### config.mk
export PLATFORM = sky130hd
export DESIGN_NAME = forth_mem_arb
export DESIGN_NICKNAME = d
export VERILOG_FILES = /design/src/rtl/forth_mem_arb.sv
export SDC_FILE = /design/constraint.sdc
export NUM_CORES = 1
export LEC_CHECK = 0
export ABC_AREA = 1
export BUFFER_PORTS_ARGS = -buffer_cell sky130_fd_sc_hd__clkbuf_2
export CAP_MARGIN = 20
export CORE_ASPECT_RATIO = 0.5
export CORE_MARGIN = 2
export CORE_UTILIZATION = 35
export CTS_BUF_LIST = sky130_fd_sc_hd__clkbuf_8
export CTS_CLUSTER_DIAMETER = 120
export CTS_CLUSTER_SIZE = 40
export DETAILED_ROUTE_END_ITERATION = 16
export HOLD_SLACK_MARGIN = 0.03
export PLACE_DENSITY_LB_ADDON = 0.3
export SLEW_MARGIN = 20
export SYNTH_ARGS = -nofsm -noshare
export SYNTH_HDL_FRONTEND = slang
export SYNTH_SLANG_ARGS = --single-unit
### constraint.sdc
create_clock -name clk -period 2.1 [get_ports clk]
set_input_delay 0.21 -clock clk [delete_from_list [all_inputs] [get_ports clk]]
set_output_delay 0.21 -clock clk [all_outputs]
set_load 0.02 [all_outputs]
### src/rtl/forth_mem_arb.sv
// rtl/forth_mem_arb.sv - one-port RAM arbiter for forth fetch (I), data (D) and host (H) ports
// Build macro FORTH_ARB_RR_EN swaps fixed D>I>H priority for round-robin; host starvation override applies in both.
module forth_mem_arb #(
    parameter int            AW            = 10,
    parameter logic [AW-1:0] DATA_BASE     = 10'h300,
    parameter int            HOST_MAX_WAIT = 8
) (
    input  logic          clk,
    input  logic          reset,
    input  logic          i_req,
    input  logic [AW-1:0] i_addr,
    output logic          i_gnt,
    output logic          i_rvalid,
    output logic [15:0]   i_rdata,
    input  logic          d_req,
    input  logic          d_we,
    input  logic [7:0]    d_addr,
    input  logic [15:0]   d_wdata,
    output logic          d_gnt,
    output logic          d_rvalid,
    output logic [15:0]   d_rdata,
    input  logic          h_req,
    input  logic          h_we,
    input  logic [AW-1:0] h_addr,
    input  logic [15:0]   h_wdata,
    output logic          h_gnt,
    output logic          h_rvalid,
    output logic [15:0]   h_rdata,
    output logic          cpu_stall,
    output logic          mem_en,
    output logic          mem_we,
    output logic [AW-1:0] mem_addr,
    output logic [15:0]   mem_wdata,
    input  logic [15:0]   mem_rdata
);
    typedef enum logic [1:0] {IDLE, RD_I, RD_D, RD_H} owner_e;
    localparam logic [7:0] MAX_WAIT = 8'(HOST_MAX_WAIT);

    owner_e        owner_q, owner_d;
    logic [7:0]    wait_q, wait_d;
    logic          starve;
    logic          win_i, win_d, win_h;
    logic [AW-1:0] d_mapped;

    assign starve   = (wait_q == MAX_WAIT);
    assign d_mapped = DATA_BASE + AW'(d_addr);

`ifdef FORTH_ARB_RR_EN
    typedef enum logic [1:0] {LAST_D, LAST_I, LAST_H} last_e;
    last_e last_q, last_d;

    // Search begins at the requester after the previous winner.
    always_comb begin
        win_i = 1'b0;
        win_d = 1'b0;
        win_h = 1'b0;
        if (starve && h_req) begin
            win_h = 1'b1;
        end else begin
            case (last_q)
                LAST_D: begin
                    if (i_req)      win_i = 1'b1;
                    else if (h_req) win_h = 1'b1;
                    else if (d_req) win_d = 1'b1;
                end
                LAST_I: begin
                    if (h_req)      win_h = 1'b1;
                    else if (d_req) win_d = 1'b1;
                    else if (i_req) win_i = 1'b1;
                end
                default: begin
                    if (d_req)      win_d = 1'b1;
                    else if (i_req) win_i = 1'b1;
                    else if (h_req) win_h = 1'b1;
                end
            endcase
        end
    end

    always_comb begin
        last_d = last_q;
        if (d_gnt)      last_d = LAST_D;
        else if (i_gnt) last_d = LAST_I;
        else if (h_gnt) last_d = LAST_H;
    end
`else
    always_comb begin
        win_i = 1'b0;
        win_d = 1'b0;
        win_h = 1'b0;
        if (starve && h_req) win_h = 1'b1;
        else if (d_req)      win_d = 1'b1;
        else if (i_req)      win_i = 1'b1;
        else if (h_req)      win_h = 1'b1;
    end
`endif

    // Grants are forced low while reset is held so the RAM sees no access.
    assign i_gnt = reset & win_i;
    assign d_gnt = reset & win_d;
    assign h_gnt = reset & win_h;

    assign cpu_stall = (i_req & ~i_gnt) | (d_req & ~d_gnt);
    assign mem_en    = i_gnt | d_gnt | h_gnt;

    always_comb begin
        mem_we    = 1'b0;
        mem_addr  = '0;
        mem_wdata = '0;
        if (d_gnt) begin
            mem_we    = d_we;
            mem_addr  = d_mapped;
            mem_wdata = d_wdata;
        end else if (i_gnt) begin
            mem_addr  = i_addr;
        end else if (h_gnt) begin
            mem_we    = h_we;
            mem_addr  = h_addr;
            mem_wdata = h_wdata;
        end
    end

    always_comb begin
        owner_d = IDLE;
        if (d_gnt && !d_we)      owner_d = RD_D;
        else if (i_gnt)          owner_d = RD_I;
        else if (h_gnt && !h_we) owner_d = RD_H;
    end

    always_comb begin
        wait_d = wait_q;
        if (h_gnt || !h_req) wait_d = '0;
        else if (!starve)    wait_d = wait_q + 8'd1;
    end

    always_ff @(posedge clk or negedge reset) begin
        if (!reset) begin
            owner_q <= IDLE;
            wait_q  <= '0;
`ifdef FORTH_ARB_RR_EN
            last_q  <= LAST_H;
`endif
        end else begin
            owner_q <= owner_d;
            wait_q  <= wait_d;
`ifdef FORTH_ARB_RR_EN
            last_q  <= last_d;
`endif
        end
    end

    // The owner tag steers the one-cycle-late RAM data to the requester that issued the read.
    assign i_rvalid = (owner_q == RD_I);
    assign d_rvalid = (owner_q == RD_D);
    assign h_rvalid = (owner_q == RD_H);
    assign i_rdata  = i_rvalid ? mem_rdata : '0;
    assign d_rdata  = d_rvalid ? mem_rdata : '0;
    assign h_rdata  = h_rvalid ? mem_rdata : '0;

endmodule

# After elaboration in Yosys (flattened, before gate mapping)
# Index checks and enable logic that the tools add are counted.
# word_totals
reg_bits,10
latchBits,0
ramBits,0
romBits,0
input_bits,83
wordCells,52
memories,0
# op_classes
n_addsub,2
multipliers,0
n_div,0
magnitude_cmp,0
n_eq_ne,5
n_shift,0
n_mux,26
bitwise,10
reduce_logical,7
# op_table
operator,n
2-to-1 mux 16 bit,6
2-to-1 mux 10 bit,3
2-to-1 mux 8 bit,2
2-to-1 mux 1 bit,12
adder 9 x 9 -> 10 bit (first input constant),1
adder 8 x 1 -> 8 bit (second input constant),1
equality test 8 x 4 -> 1 bit (second input constant),1
2-to-1 mux 2 bit,3
AND 1 bit,5
equality test 2 bit (second input constant),2
logical AND 1 bit,3
zero test 1 bit,3
OR 1 bit,3
equality test 2 x 1 -> 1 bit (second input constant),1
!= test 2 x 1 -> 1 bit (second input constant),1
NOT 1 bit,2
logical OR 1 bit,1

# Longest topological paths before layout
# Gate-level depths: netlist (run 1).
# depth
word_depth,9
depth_mapped,10
mapped_depth_nobuf,9

# Least setup slack after synthesis (run 1)
# No wires, ideal clock.
# synth_path
path_type,reg2out
from,reg wait_q[0]
to,out cpu_stall
arrival_ns,1.618
required_ns,1.890
path_slack_ns,0.272
path_stages_with_launch,10
path_buffers,1
path_cell_list,dfrtp_1 -> inv_1 -> ha_1 -> nand3_2 -> nor2_4 -> nand2_4 -> buf_6 -> nand2_1 -> inv_1 -> o21ai_1
# synth_via
elab_chain_cells,7
word_cells_on_any_way,11
cone_classes,eq/ne (1); mux (2); bitwise (7); reduce/logical (1)
# synth_rtl
item,line,source
"start, declared",40,"logic [7:0] wait_q, wait_d;"
"start signal, assigned",145,wait_q <= wait_d;
equality test 8 x 4 -> 1 bit,45,assign starve = (wait_q == MAX_WAIT);
logical AND 1 bit,91,if (starve && h_req) win_h = 1'b1;
2-to-1 mux 1 bit,91,
AND 1 bit,99,assign i_gnt = reset & win_i;
via i_gnt,12,"output logic i_gnt,"
NOT 1 bit,103,assign cpu_stall = (i_req & ~i_gnt) | (d_req & ~d_gnt);
AND 1 bit,103,
OR 1 bit,103,
"end, declared",29,"output logic cpu_stall,"
# The timed path passes the listed nets, and every way through them passes these cells.

# Worst setup path in the final report (run 1)
# layout_path
from,reg wait_q[0]
to,out mem_addr[3]
# layout_via
elab_chain_cells,7
word_cells_on_any_way,11
cone_classes,eq/ne (1); mux (6); bitwise (3); reduce/logical (1)
# layout_rtl
item,line,source
equality test 8 x 4 -> 1 bit (*),45,
logical AND 1 bit (*),91,
2-to-1 mux 1 bit,91,
AND 1 bit,101,assign h_gnt = reset & win_h;
2-to-1 mux 10 bit,116,end else if (h_gnt) begin
2-to-1 mux 10 bit,114,end else if (i_gnt) begin
2-to-1 mux 10 bit (*),110,if (d_gnt) begin
"end, declared",32,"output logic [AW-1:0] mem_addr,"
# Mark *: on every way between the ends. The rest lies on a longest branch, timed or not.

==> impl_results.md, run 1 <==
* Crit path DAT at 1.85 ns
* Post-Route WL at ~5500 um
* # port buffers at about 170
* Worst VDD drop at about 0.25 mV
* # clock sinks at 10
* RSZ-0062 raised after global routing: true
* DIE WIDTH at approximately 95 um
* Routability cong. at approximately 0.87
* Post-Synth Adder-Cell Area at approximately 1.7%
* CTS max path bufs at 2
* Drt first pass iters at 4
* Vias in the first global route at approximately 2000
* Number of synthesized register bits at 10
* Syn Area/Cell at about 5.7 um2
* Register area at between 200 and 300 um2
* Synth Warn # at 0
* Worst hold margin at ~0.18 ns
* Yosys cell types at 24
* Post-synthesis cell count at 252
* ANT nets after route at 0
* Total core area at 0.00392 mm2
* Final min period at 2.06 ns
* Max Cap Viol at 0
* Netlist Area Pre-Place at ~0.0014 mm2
* Share of layout cells above drive strength 1 at 49.6%
* Setup crit start kind: flip-flop
* Delay-heaviest family, CP: buffers and inverters
* Area occupied by multi-input gates at 972 um2
* Slew Limit Fails at 0
* Synth area leader: dfrtp_1
* Clock transition at path regs at 0.05 ns
* Area grow syn2layout at 75.5%
* Pwr/cell area at between 300 and 400 mW/mm2
* Outcome: finished clean
* Yosys top cell area share at between 15 and 20%
* WL/cell at around 12 um
* Synth Area in Simple Gates at 58.7%
* Max frequency at 0.486 GHz
* I/O pins at 166
* CP required at 1.89 ns
* FILL cells at about 390
* 1st-iter DRT viols at 54
* Critical path's largest stage delay at approximately 0.4 ns
* CP Class: flip-flop to primary output
* Design Power at 861 uW
* CP max stage cell: dfrtp_1
* Setup crit end kind: primary output
* Die area at 0.00468 mm2
* Gr usage total at between 20 and 25%
* P_leak at 1.66 nW
* First-pass GRT wire length at 8460 um
* Row Count at 16
* Compound-gate portion of the synthesized area at under 10%
* GRT overflow at 0
* Pin count of the biggest net entering global routing at 32
* Sequential area share after synthesis at 17.3%
* Syn nets at between 300 and 400
* Final hold vios at 0
* Area contributors post-synth: dfrtp_1 17%, nor2_1 16%, nand3_1 15%
* H-tree levels at 1
* Starting Density at between 30% and 40%
* CP max FO at 6
* HPWL after DPL at between 4000 and 5000 um
* Largest family of logic cells by synthesized area: simple AND/OR/NAND/NOR gates
* Clock skew at ~0.0033 ns
* # DRC at 0
* Final setup fails at 0
* Worst Hold Class: input port to flip-flop
* Worst path buffer plus inverter count at 4
* Initial antenna violation count at 0
* Nets at 513
* Xor and xnor fraction of the mapped netlist area at between 2 and 2.5%
* Period utilisation layout at a little over nine tenths
* Worst slew margin at 61.9%
* Clock Latency Late Sink at ~0.24 ns
* Antenna diodes at 0
* Via count at approximately 2200
* TritonCTS clock tree: done
* Worst-path cell chain: inv_2 > ha_2 > nand3_2 > nor2_4 > nand2_4 > buf_8 > buf_4 > nand4_1 > nand3_1 > clkbuf_2
* Slew of the pin with the lowest slew margin at between 0.5 and 0.6 ns
* Final Util at 64.5%
* Mux contribution to synthesized area at 0%
* Cts bufs inserted at 3
* Via density at about 4.7
* Die H at approximately 49 um
* CTS root buffer: clkbuf_8
per-stage QoR:
step / TNS (ns) / cell area (um2) / setup slack (ns) / instances
3_5_place_dp: 0 / 2280 / 0.171 / 462
6_report: 0 / 2530 / 0.0432 / 481
4_1_cts: 0 / 2370 / 0.0122 / 468
2_1_floorplan: 0 / 1440 / 0.272 / 252
5_1_grt: -1.17 / 2530 / -0.0745 / 481
3_3_place_gp: 0 / 2280 / 0.221 / 462
layout make-up:
class / count / area share, %
clock buffer: 4 / 2.17
inverter: 37 / 5.68
multi-input combinational: 190 / 38.4
sequential: 10 / 9.89
tap: 54 / 2.67
timing repair buffer: 186 / 41.2
placed cells by master (no fill, tap or decap), drive strengths merged:
cell type and instances:
clkbuf 165, nor2 62, nand3 54, nand2 52, inv 37, buf 24
dfrtp 10, nand4 9, xor2 3, nor3 2, o2111ai 2, o21ai 2
ha 2, xnor2 1, a21o 1, dlygate4sd3 1
synth_stat cells:
| library cell | n |
|---|---|
| nand3_2 | 12 |
| ha_1 | 2 |
| nor3_1 | 2 |
| o21ai_1 | 1 |
| xor2_1 | 3 |
| dfrtp_1 | 10 |
| nand4_1 | 9 |
| xnor2_1 | 1 |
| a21o_1 | 1 |
| clkbuf_1 | 5 |
| inv_1 | 36 |
| o21ai_0 | 1 |
| buf_4 | 1 |
| inv_2 | 1 |
| nand2_1 | 48 |
| buf_6 | 4 |
| nand3_1 | 42 |
| buf_12 | 1 |
| nor2_4 | 1 |
| o2111ai_1 | 2 |
| nand2_4 | 1 |
| nor2_1 | 61 |
| buf_2 | 4 |
| nand2_2 | 3 |
power by group:
group          internal [mW]  switching (mW)  total, mW
sequential             0.200         0.00555      0.206
clock                  0.165          0.0836      0.249
combinational          0.162           0.245      0.406
total                  0.528           0.334      0.861
routing by layer:
layer  track usage (%)  vias to the layer above  wire [um]  part of all wire (%)
met4              6.76                        0         42                  0.76
met5                 0                        -          0                     0
met2              42.9                       85       2930                    53
met3              3.71                        6        375                   6.8
li1                  -                     1145          -                     -
met1              23.9                     1009       2190                    39
sequential cells by signal, indices dropped and copies added, names as in the netlist:
name,flops
wait_q,8
owner_q,2
cell families (layout without fill, tap and decap cells):
group | after synthesis | count (layout)
AOI/OAI and AO/OA | 5 | 5
xor gates and xnor gates | 4 | 4
and+or+nand+nor | 179 | 179
adders and majority gates | 2 | 2
DFF | 10 | 10
buffers and inverters | 52 | 227
final timing paths:
kind | startpoint | end | slack [ns] | cells past startpoint
setup / recovery | wait_q[0] | mem_addr[3] | 0.04 | 10
hold reg to reg | wait_q[7] | wait_q[7] | 0.58 | 3
setup reg to reg | wait_q[0] | wait_q[0] | 0.47 | 10
max in group asynchronous | reset | wait_q[1] | 1.41 | 3
min in group asynchronous | reset | wait_q[2] | 0.25 | 3
hold / removal | d_we | owner_q[1] | 0.18 | 2
timing repair:
item | CTS | global route
pin swaps | 1 | 4
gates cloned | 0 | 1
resized for setup | 5 | 20
hold buffers | 1 | 0
endpoints found under the hold margin | 2 | 0
endpoints found under the setup margin | 23 | 23
buffers inserted | 1 | 12
Power figures use the tool's default switching activity.
==> inputs of run 2 (changes only) <==
- CORE_MARGIN: 2 -> default
- CTS_CLUSTER_SIZE: 40 -> default
==> run 2 against run 1 <==
Setup slack worse by 0.0016 ns. Largest cell class unchanged. Maximum frequency hardly changed. Non-clock buffer count is 7 lower. Register-to-register slack worse by 0.03 ns. Clock-buffer cell count is 1 lower. Worst hold slack better by 0.017 ns. Clock power is 18% lower. Largest power group unchanged. Sequential power hardly changed. Design area is 1.5% higher.
==> impl_results.md, run 2 (synthesis results as in run 1) <==
* Outcome: finished clean
* CTS root buffer: clkbuf_8
* Critical path's largest stage delay at approximately 0.40 ns
* Starting Density at 36.8%
* Delay-heaviest family, CP: simple AND/OR/NAND/NOR gates
* Total core area at between 0.003 and 0.004 mm2
* Max reg flops at 8
* Worst slew margin at 64.7%
* I/O pins at approximately 170
* Final setup fails at 0
* Clock skew at around 0.011 ns
* 1st-iter DRT viols at 44
* P_leak at 1.65 nW
* # DRC at 0
* Biggest register: wait_q
* Worst R2R End: wait_q[0]
* # port buffers at ~170
* Die area at between 0.004 and 0.005 mm2
* Max frequency at about 0.5 GHz
* Antenna diodes at 0
* ANT nets after route at 0
* Sw Share at 39.8%
* CP max FO at 7
* Crit path DAT at between 1.5 and 2 ns
* Final min period at ~2 ns
* Clock power share at between 20 and 25%
* Routability cong. at 0.822
* Nets at slightly above 500
* RSZ-0062 raised after global routing: true
* Most used cell, CP: nand3_2
* Initial antenna violation count at 0
* Pwr/cell area at roughly 330 mW/mm2
* GRT overflow at 0
* WL/cell at about 12 um
* CP Class: flip-flop to primary output
* Setup crit end kind: primary output
* Most frequent cells in the layout: 143 x clkbuf_2, 61 x nor2_1, 45 x nand2_1
* Logic gate share of total power at between 50% and 60%
* TritonCTS clock tree: done
* Worst VDD drop at between 0.15 and 0.2 mV
* Via count at about 2200
* Setup crit start kind: flip-flop
* # clock sinks at 10
* Worst hold margin at 0.198 ns
* Worst path buffer plus inverter count at 3
* Gr usage total at between 15 and 20%
* Worst Reg2Reg Path Length in Cells at 10
* Biggest regs: wait_q: 8 flops, owner_q: 2 flops
* Most common cell after layout, fill and taps aside: clkbuf_2
* DIE WIDTH at 92.8 um
* Pin count of the biggest net entering global routing at 32
* Share of layout cells above drive strength 1 at about half
* Via density at roughly 4.7
* Row Count at 16
* Area grow syn2layout at 78.1%
* HPWL after DPL at about 4200 um
* FF-to-FF Start: wait_q[1]
* Worst Hold Class: input port to flip-flop
* Pint at slightly above 500 uW
* Layout Cell Area excl Fill at between 0.002 and 0.003 mm2
* Max Cap Viol at 0
* Die H at ~47 um
* Sequential cell fraction of total power at approximately a quarter
* Flop2flop setup slack at approximately 0.44 ns
* H-tree levels at 1
* Slew of the pin with the lowest slew margin at approximately 0.53 ns
* Drt first pass iters at 4
* Min-Delay Startpoint: d_we
* Worst Hold Path EP: owner_q[1]
* CP Launch Point: wait_q[1]
* CTS max path bufs at 2
* CP required at ~1.9 ns
* Slew Limit Fails at 0
* Sum Neg Setup Slack at 0 ns
* Cts bufs inserted at 3
* First-pass GRT wire length at about 7000 um
* Worst-path cell chain: inv_1 > ha_2 > nand3_2 > nor2_4 > nand2_4 > nand2_8 > clkbuf_16 > nand3_2 > nand2_1 > buf_6
* Final hold vios at 0
* Switching power at 333 uW
* Clock transition at path regs at approximately 0.040 ns
* Placed Area at between 0.002 and 0.0025 mm2
* Period utilisation layout at roughly 98%
* CP max stage cell: dfrtp_1
* Vias in the first global route at between 1500 and 2000
* FILL cells at between 300 and 400
* Worst Hold Depth at 2
* Clock Latency Late Sink at about 0.24 ns
* Post-Route WL at around 5600 um
## run 2: final cells by class
cell class	instances	area, um2	share of cell area (%)
tap	54	67.6	2.63
multi-input combinational	192	991	38.6
inverter	37	146	5.70
timing repair buffer	179	1070	41.7
sequential	10	250	9.74
clock buffer	3	41.3	1.61
## run 2: worst max-delay path by stage
stage | endpoint | slack (ns) | cells after the start
2_1_floorplan | cpu_stall | 0.27 | 9
3_3_place_gp | mem_en | 0.23 | 10
3_5_place_dp | mem_en | 0.15 | 10
4_1_cts | mem_en | 0.02 | 10
5_1_grt | mem_wdata[2] | -0.04 | 10
6_report | mem_wdata[13] | 0.04 | 10
## run 2: metal layers
layer	vias up	track usage, %	wire length (um)
li1	1134	-	-
met1	1009	21.9	2240
met2	90	39.4	2900
met3	10	3.40	336
met4	0	5.85	80
met5	-	0	0
## run 2: power by group through the flow
stage | Clock [mW] | Sequential (mW) | Combinational [mW]
finish | 0.205 | 0.207 | 0.426
global route | 0.217 | 0.208 | 0.463
CTS | 0.198 | 0.207 | 0.375
detailed placement | 0 | 0.210 | 0.371
global placement | 0 | 0.210 | 0.365
floorplan | 0 | 0.208 | 0.209
## run 2: worst reg2reg max path, stage by stage, from the launching register on
cell	delay, ns
dfrtp_1	0.40
inv_1	0.08
ha_2	0.17
nand3_2	0.08
nor2_4	0.17
nand2_4	0.13
nand2_8	0.14
buf_12	0.13
nand2_2	0.06
nand2_2	0.13
nor2_1	0.07
## run 2: stage by stage
step | power [mW] | utilization [%] | cells | setup slack (ns)
3_3_place_gp | 0.574 | 58.0 | 461 | 0.234
4_1_cts | 0.781 | 59.7 | 466 | 0.0184
2_1_floorplan | 0.418 | - | 252 | 0.272
5_1_grt | 0.888 | 65.5 | 475 | -0.0364
3_5_place_dp | 0.581 | 58.0 | 461 | 0.150
6_report | 0.837 | 65.5 | 475 | 0.0416
## run 2: timing repair
action | CTS | global route
hold endpoints to repair | 2 | 0
hold buffers | 1 | 0
cloned | 0 | 5
endpoints found under the setup margin | 22 | 23
buffers inserted | 1 | 4
pin swaps | 1 | 7
resized for setup | 2 | 62
